$ cat config.mk
export PLATFORM = sky130hd
export DESIGN_NAME = alu_mul_seq
export DESIGN_NICKNAME = d
export VERILOG_FILES = /design/src/rtl/alu_mul_seq.sv
export SDC_FILE = /design/constraint.sdc
export NUM_CORES = 1
export LEC_CHECK = 0
export CAP_MARGIN = 20
export CORE_MARGIN = 2
export CORE_UTILIZATION = 35
export DETAILED_ROUTE_END_ITERATION = 10
export DONT_BUFFER_PORTS = 1
export GPL_ROUTABILITY_DRIVEN = 0
export PLACE_DENSITY = 0.55
export SLEW_MARGIN = 20
export SYNTH_ARGS = -nofsm -noshare
export SYNTH_HDL_FRONTEND = slang
export SYNTH_SLANG_ARGS = --single-unit
$ cat constraint.sdc
create_clock -name clk -period 2.2 [get_ports clk]
set_input_delay 0.44 -clock clk [delete_from_list [all_inputs] [get_ports clk]]
set_output_delay 0.44 -clock clk [all_outputs]
set_load 0.05 [all_outputs]
$ cat src/rtl/alu_mul_seq.sv
// Shift-and-add multiply sequencer driving the shared W-bit ALU, one ALU op per cycle.
// Produces the low W bits of an unsigned product; stops as soon as the remaining multiplier is zero.
module alu_mul_seq #(
  parameter int unsigned W   = 8,
  parameter int unsigned OPS = 3
) (
  input  logic           clk,
  input  logic           reset,
  input  logic           start,
  input  logic [W-1:0]   multiplicand,
  input  logic [W-1:0]   multiplier,
  output logic           busy,
  output logic           done,
  output logic [W-1:0]   product,
  output logic [W-1:0]   alu_a,
  output logic [W-1:0]   alu_b,
  output logic [OPS-1:0] alu_op,
  input  logic [W-1:0]   alu_out,
  input  logic           alu_zero,
  input  logic           alu_sign
);

  localparam logic [OPS-1:0] OP_ADD = OPS'(0);
  localparam logic [OPS-1:0] OP_SHR = OPS'(1);
  localparam logic [OPS-1:0] OP_SHL = OPS'(2);

  typedef enum logic [2:0] {
    S_IDLE  = 3'd0,
    S_CHECK = 3'd1,
    S_ADD   = 3'd2,
    S_SHL   = 3'd3,
    S_SHR   = 3'd4,
    S_DONE  = 3'd5
  } state_t;

  state_t       state, state_n;
  logic [W-1:0] acc, acc_n;
  logic [W-1:0] mcand, mcand_n;
  logic [W-1:0] mplier, mplier_n;
  logic [W-1:0] product_n;

  // State and datapath registers; busy/done are registered decodes of the next state.
  always_ff @(posedge clk) begin
    if (reset) begin
      state   <= S_IDLE;
      acc     <= '0;
      mcand   <= '0;
      mplier  <= '0;
      product <= '0;
      busy    <= 1'b0;
      done    <= 1'b0;
    end else begin
      state   <= state_n;
      acc     <= acc_n;
      mcand   <= mcand_n;
      mplier  <= mplier_n;
      product <= product_n;
      busy    <= (state_n != S_IDLE);
      done    <= (state_n == S_DONE);
    end
  end

  // Next-state logic and combinational ALU drive.
  always_comb begin
    state_n   = state;
    acc_n     = acc;
    mcand_n   = mcand;
    mplier_n  = mplier;
    product_n = product;
    alu_a     = '0;
    alu_b     = '0;
    alu_op    = OP_ADD;

    case (state)
      S_IDLE: begin
        if (start) begin
          acc_n    = '0;
          mcand_n  = multiplicand;
          mplier_n = multiplier;
          state_n  = S_CHECK;
        end
      end

      // Pass mplier through the adder so the ALU flags report zero / LSB.
      S_CHECK: begin
        alu_a = mplier;
        if (alu_zero) begin
          product_n = acc;
          state_n   = S_DONE;
        end else if (alu_sign) begin
          state_n = S_ADD;
        end else begin
          state_n = S_SHL;
        end
      end

      S_ADD: begin
        alu_a   = acc;
        alu_b   = mcand;
        acc_n   = alu_out;
        state_n = S_SHL;
      end

      S_SHL: begin
        alu_a   = mcand;
        alu_b   = W'(1);
        alu_op  = OP_SHL;
        mcand_n = alu_out;
        state_n = S_SHR;
      end

      S_SHR: begin
        alu_a    = mplier;
        alu_b    = W'(1);
        alu_op   = OP_SHR;
        mplier_n = alu_out;
        state_n  = S_CHECK;
      end

      S_DONE: begin
        state_n = S_IDLE;
      end

      default: begin
        state_n = S_IDLE;
      end
    endcase
  end

endmodule

== Word-level counts from Yosys, hierarchy flattened ==
Index checks and enable logic that the tools add are counted.

* Register bits after elaboration: 37
* Output and inout bits: 29
* Bits of input ports: 29

* Eq/ne operators: 6
* Reduce and logical (&&, ||, !) cells: 11
* Mux-type cells: 13

{| class="wikitable"
|+ Operators with widths
! operator !! count
|-
| one-hot mux 8 bit (2 select lines) || 4
|-
| two-way mux 8 bit || 3
|-
| one-hot mux 8 bit (3 select lines) || 1
|-
| one-hot mux 3 bit (5 select lines) || 1
|-
| AND reduction 2 bit || 4
|-
| == test 3 x 2 -> 1 bit (second input constant) || 2
|-
| == test 3 bit (second input constant) || 2
|-
| two-way mux 3 bit || 2
|-
| nonzero test 2 bit || 3
|-
| one-hot mux 2 bit (2 select lines) || 1
|-
| OR reduction 2 bit || 2
|-
| == test 3 x 1 -> 1 bit (second input constant) || 1
|-
| logical NOT 3 bit || 1
|-
| nonzero test 3 bit || 1
|-
| != test 2 bit (second input constant) || 1
|-
| two-way mux 1 bit || 1
|}

== Logic depth before layout (Yosys ltp) ==
* Depth after elaboration: 4
* Depth in mapped cells: 6

== Worst setup path before layout ==
OpenSTA, ideal clock, no wires.

* Kind: register to output
* From: register state[2]
* To: output port alu_b[0]
* Arrival time: 1.995 ns
* Path buffers: 3
* Cell stages (with the launch flop): 6
* Data required time: 1.760 ns
* Path slack: -0.235 ns
* Cell sequence: dfxtp_1 > buf_6 > clkbuf_1 > nand2b_1 > buf_2 > o21ai_0

* Longest elaborated chain between the ends: 3

{| class="wikitable"
|+ RTL lines
! element !! line !! RTL
|-
| start: declaration || 36 || <nowiki>state_t state, state_n;</nowiki>
|-
| start signal: assignment || 53 || <nowiki>state <= state_n;</nowiki>
|-
| == test 3 bit / == test 3 x 2 -> 1 bit (equally long branches) || 74 || <nowiki>case (state)</nowiki>
|-
| OR reduction 2 bit (no source line) || n/a ||
|-
| one-hot mux 8 bit (2 select lines) (*) || 74 ||
|-
| end: declaration || 16 || <nowiki>output logic [W-1:0] alu_b,</nowiki>
|}

Every way passes the cells marked *; elsewhere a longest branch is shown, timed or not.

== Worst setup path after layout ==
* From: register state[2]
* To: output port alu_a[2]

* Longest elaborated chain between the ends: 3

{| class="wikitable"
|+ RTL lines
! element !! line !! RTL
|-
| == test 3 x 1 -> 1 bit / == test 3 bit (equally long branches) || 74 ||
|-
| OR reduction 2 bit (no source line) || n/a ||
|-
| one-hot mux 8 bit (3 select lines) (*) || 74 ||
|-
| end: declaration || 15 || <nowiki>output logic [W-1:0] alu_a,</nowiki>
|}

Marked as above.

==> metrics.md <==
| Metric | Value |
|---|---|
| Status | `completed` |
| Required time of the critical path | `1.76 ns` |
| Worst path cell trace | `buf_4 -> nand2b_2 -> o2bb2ai_1 -> buf_12` |
| Met3 usage | `5.227%` |
| Clock sinks | `37` |
| Multi-input combinational cell area | `1100 um2` |
| CP delay by family, top | `buffers and inverters` |
| Maximum buffer depth of the clock tree | `2` |
| Reg2reg setup slack | `0.39 ns` |
| Vias in the first global route | `1629` |
| Adder-cell share of the synthesized area | `0%` |
| Layout area overhead | `23.02%` |
| Worst r2r src | `state[2]$_SDFF_PP0_` |
| Setup TNS | `0 ns` |
| Top post-synthesis cells by area | `dfxtp_1 38%, mux2i_1 13%, a211oi_2 5.1%, a21oi_1 4.1%, nor2_1 4.0%` |
| Clk root buf | `clkbuf_8` |
| Share of layout cells above drive strength 1 | `20.78%` |
| Synth Area in Compound Gates | `19.96%` |
| Via density | `5.343` |
| Syn nets | `248` |
| Mux share of post-synthesis cell area | `12.76%` |
| Top-area cell type share of the netlist area | `37.76%` |
| Hold path start | `reset` |
| CTS tree | `yes` |
| Htree depth | `2` |
| Iter 0 DRT Violations | `112` |
| Fin util | `44.10%` |
| Count leader, synth | `dfxtp_1` |
| Worst IR Drop VDD | `0.3720 mV` |
| WP buf/inv | `2` |
| Ys async rst share | `0%` |
| Slew headroom | `53.18%` |
| Wire per inst | `17.39 um` |
| Nets | `259` |
| Type of origin of the critical path | `flop` |
| Synth cell types | `32` |
| Slack of the critical path | `0.1224 ns` |
| First-pass GRT wire length | `8.597 mm` |
| Met1 usage | `24.01%` |
| Gr busiest metal | `met2` |
| Largest net degree at the start of global routing | `38` |
| CP max stage cell | `dfxtp_1` |
| FF-to-FF End | `mplier[6]$_SDFFE_PP0P_` |
| # fillers | `556` |
| Iteration count of the initial detailed-routing pass | `4` |
| Core box area | `5473 um2` |
| CP Depth | `4` |
| CP endpoint | `alu_a[2]` |
| Start point of the critical path | `state[2]$_SDFF_PP0_` |
| CP Max Fanout | `19` |
| Slew Viols, Final | `0` |
| Die width | `78.87 um` |
| Post-CTS setup buffers | `0` |
| Tot Pwr | `1.703 mW` |
| I/O Pins | `58` |
| DP Worst Slack | `0.2935 ns` |
| Worst setup path class | `reg2out` |
| R2R cell count | `4` |
| Hold WC Path Type | `in2reg` |
| RSZ-0062 raised after global routing | `no` |
| Hold buffer count at cts | `0` |
| Die ar. | `6220 um2` |
| Hold slack final | `0.2163 ns` |
| Dpl cells | `295` |
| Register area | `742.0 um2` |
| DRT Wirelength | `5.268 mm` |
| Synth Area per Inst | `8.958 um2` |
| DP HPWL | `3.916 mm` |
| Fmax | `0.4813 GHz` |
| Sequential share of the synthesized area | `37.76%` |
| Die Y | `78.87 um` |
| Final Skew | `0.006116 ns` |
| Worst slew pin tran | `0.7023 ns` |
| Met2 usage | `27.78%` |
| Remaining antenna violation count | `0` |
| Max capacitance violation total | `0` |
| Pwr per Cell Area | `705.6 nW/um2` |
| Pleak | `0.8149 nW` |
| Vias | `1619` |
| Inserted Diodes | `0` |
| Post-route minimum period | `2.078 ns` |
| Total global routing overflow | `0` |
| CP Capture Type | `output pin` |
| Clock slew at reported path FFs | `0.07 ns` |
| Final Cell Area | `2414 um2` |
| Post-synthesis xor/xnor area fraction | `0%` |
| Setup violators final | `0` |
| Crit path largest cell delay | `0.35 ns` |
| Starting Density | `35.85%` |
| Ys flop type | `dfxtp_1` |
| Number of synthesized flops with an enable pin | `0` |
| GRT Util Overall | `18.15%` |
| Placed cell areas | `2308 um2` |
| Initial antenna violation count | `0` |
| Synth area leader | `dfxtp_1` |
| Synth Cell Area | `1962 um2` |
| IO buf count | `0` |
| Crit path DAT | `1.64 ns` |
| Non-filler cells, final | `303` |
| Yosys reg bits | `37` |
| CTS Buf Count | `5` |
| # DRC | `0` |
| Synth top cells by count | `37 x dfxtp_1, 25 x mux2i_1, 21 x nor2_1` |
| Final Hold Viols | `0` |
| Simple-gate share of the synthesized area | `21.75%` |
| YS warnings | `0` |
| Largest family of logic cells by synthesized area | `simple AND/OR/NAND/NOR gates` |
| Row count | `27` |
| Worst-Skew Late Latency | `0.29 ns` |
| Post-synthesis cell count | `219` |
| Fin crit share | `94.43%` |
-- sequential cells by signal (all words and copies together) (netlist names) --
name / count
acc: 8
busy: 1
done: 1
mcand: 8
mplier: 8
product: 8
state: 3
-- worst reg2reg max path: stages (launching register included) --
cell and delay (ns):
dfxtp_1 0.40, buf_4 0.27, or2_0 0.59, and2_4 0.36, a211oi_2 0.08
-- report_power, final --
group / switching [mW] / leakage (nW) / total, mW / internal [mW]
Combinational: 0.259 / 0.467 / 0.455 / 0.197
Clock: 0.246 / 0.0450 / 0.465 / 0.220
Sequential: 0.0595 / 0.303 / 0.783 / 0.723
Total: 0.564 / 0.815 / 1.70 / 1.14
-- final cells by class --
| cell class | count | area share [%] |
|---|---|---|
| Tap cell | 72 | 3.733 |
| Timing Repair Buffer | 25 | 16.07 |
| Inverter | 3 | 0.4666 |
| Multi-Input combinational cell | 158 | 45.57 |
| Clock buffer | 6 | 3.007 |
| Clock inverter | 2 | 0.4147 |
| Sequential cell | 37 | 30.74 |
-- cells by family (layout without fill, tap and decap cells) --
logic type | count (synthesis) | in the layout
AO/OA/AOI/OAI | 54 | 54
buffers and inverters | 24 | 36
multiplexers | 25 | 25
AND/OR/NAND/NOR | 78 | 78
flip-flops | 37 | 37
other | 1 | 1
-- cells in the final DEF, fill, tap and decap left out, drive strengths merged, types with 2 or more instances in the layout --
master / synthesis / final
nand2b: 11 / 11
nand2: 10 / 10
nor2: 22 / 22
o2bb2ai: 8 / 8
mux2i: 25 / 25
o31ai: 9 / 9
buf: 15 / 25
or2: 3 / 3
o21ai: 10 / 10
inv: 3 / 3
and2: 9 / 9
nor4: 9 / 9
nor3b: 2 / 2
a21oi: 17 / 17
clkbuf: 6 / 6
nor3: 10 / 10
clkinv: 0 / 2
a211oi: 8 / 8
dfxtp: 37 / 37
-- how the worst min path moves through the flow --
stage	to	slack [ns]	cells after the start
after floorplan	acc[0]$_SDFFE_PP0P_	0.47	2
after global placement	acc[5]$_SDFFE_PP0P_	0.48	2
after detailed placement	acc[2]$_SDFFE_PP0P_	0.49	2
after CTS	mplier[5]$_SDFFE_PP0P_	0.20	1
after global routing	mplier[3]$_SDFFE_PP0P_	0.20	1
final	mcand[1]$_SDFFE_PP0P_	0.22	1
-- routing by layer --
| metal | vias up | wire length (um) |
|---|---|---|
| met1 | 749 | 2380 |
| met5 | - | 0 |
| met4 | 0 | 106 |
| met2 | 55 | 2425 |
| li1 | 806 | - |
| met3 | 9 | 357 |
-- timing repair --
action,in CTS,in global routing
gates cloned,0,0
setup endpoints to repair,7,16
gates resized for setup,1,4
Note: power is estimated with default switching activity, not from simulation.
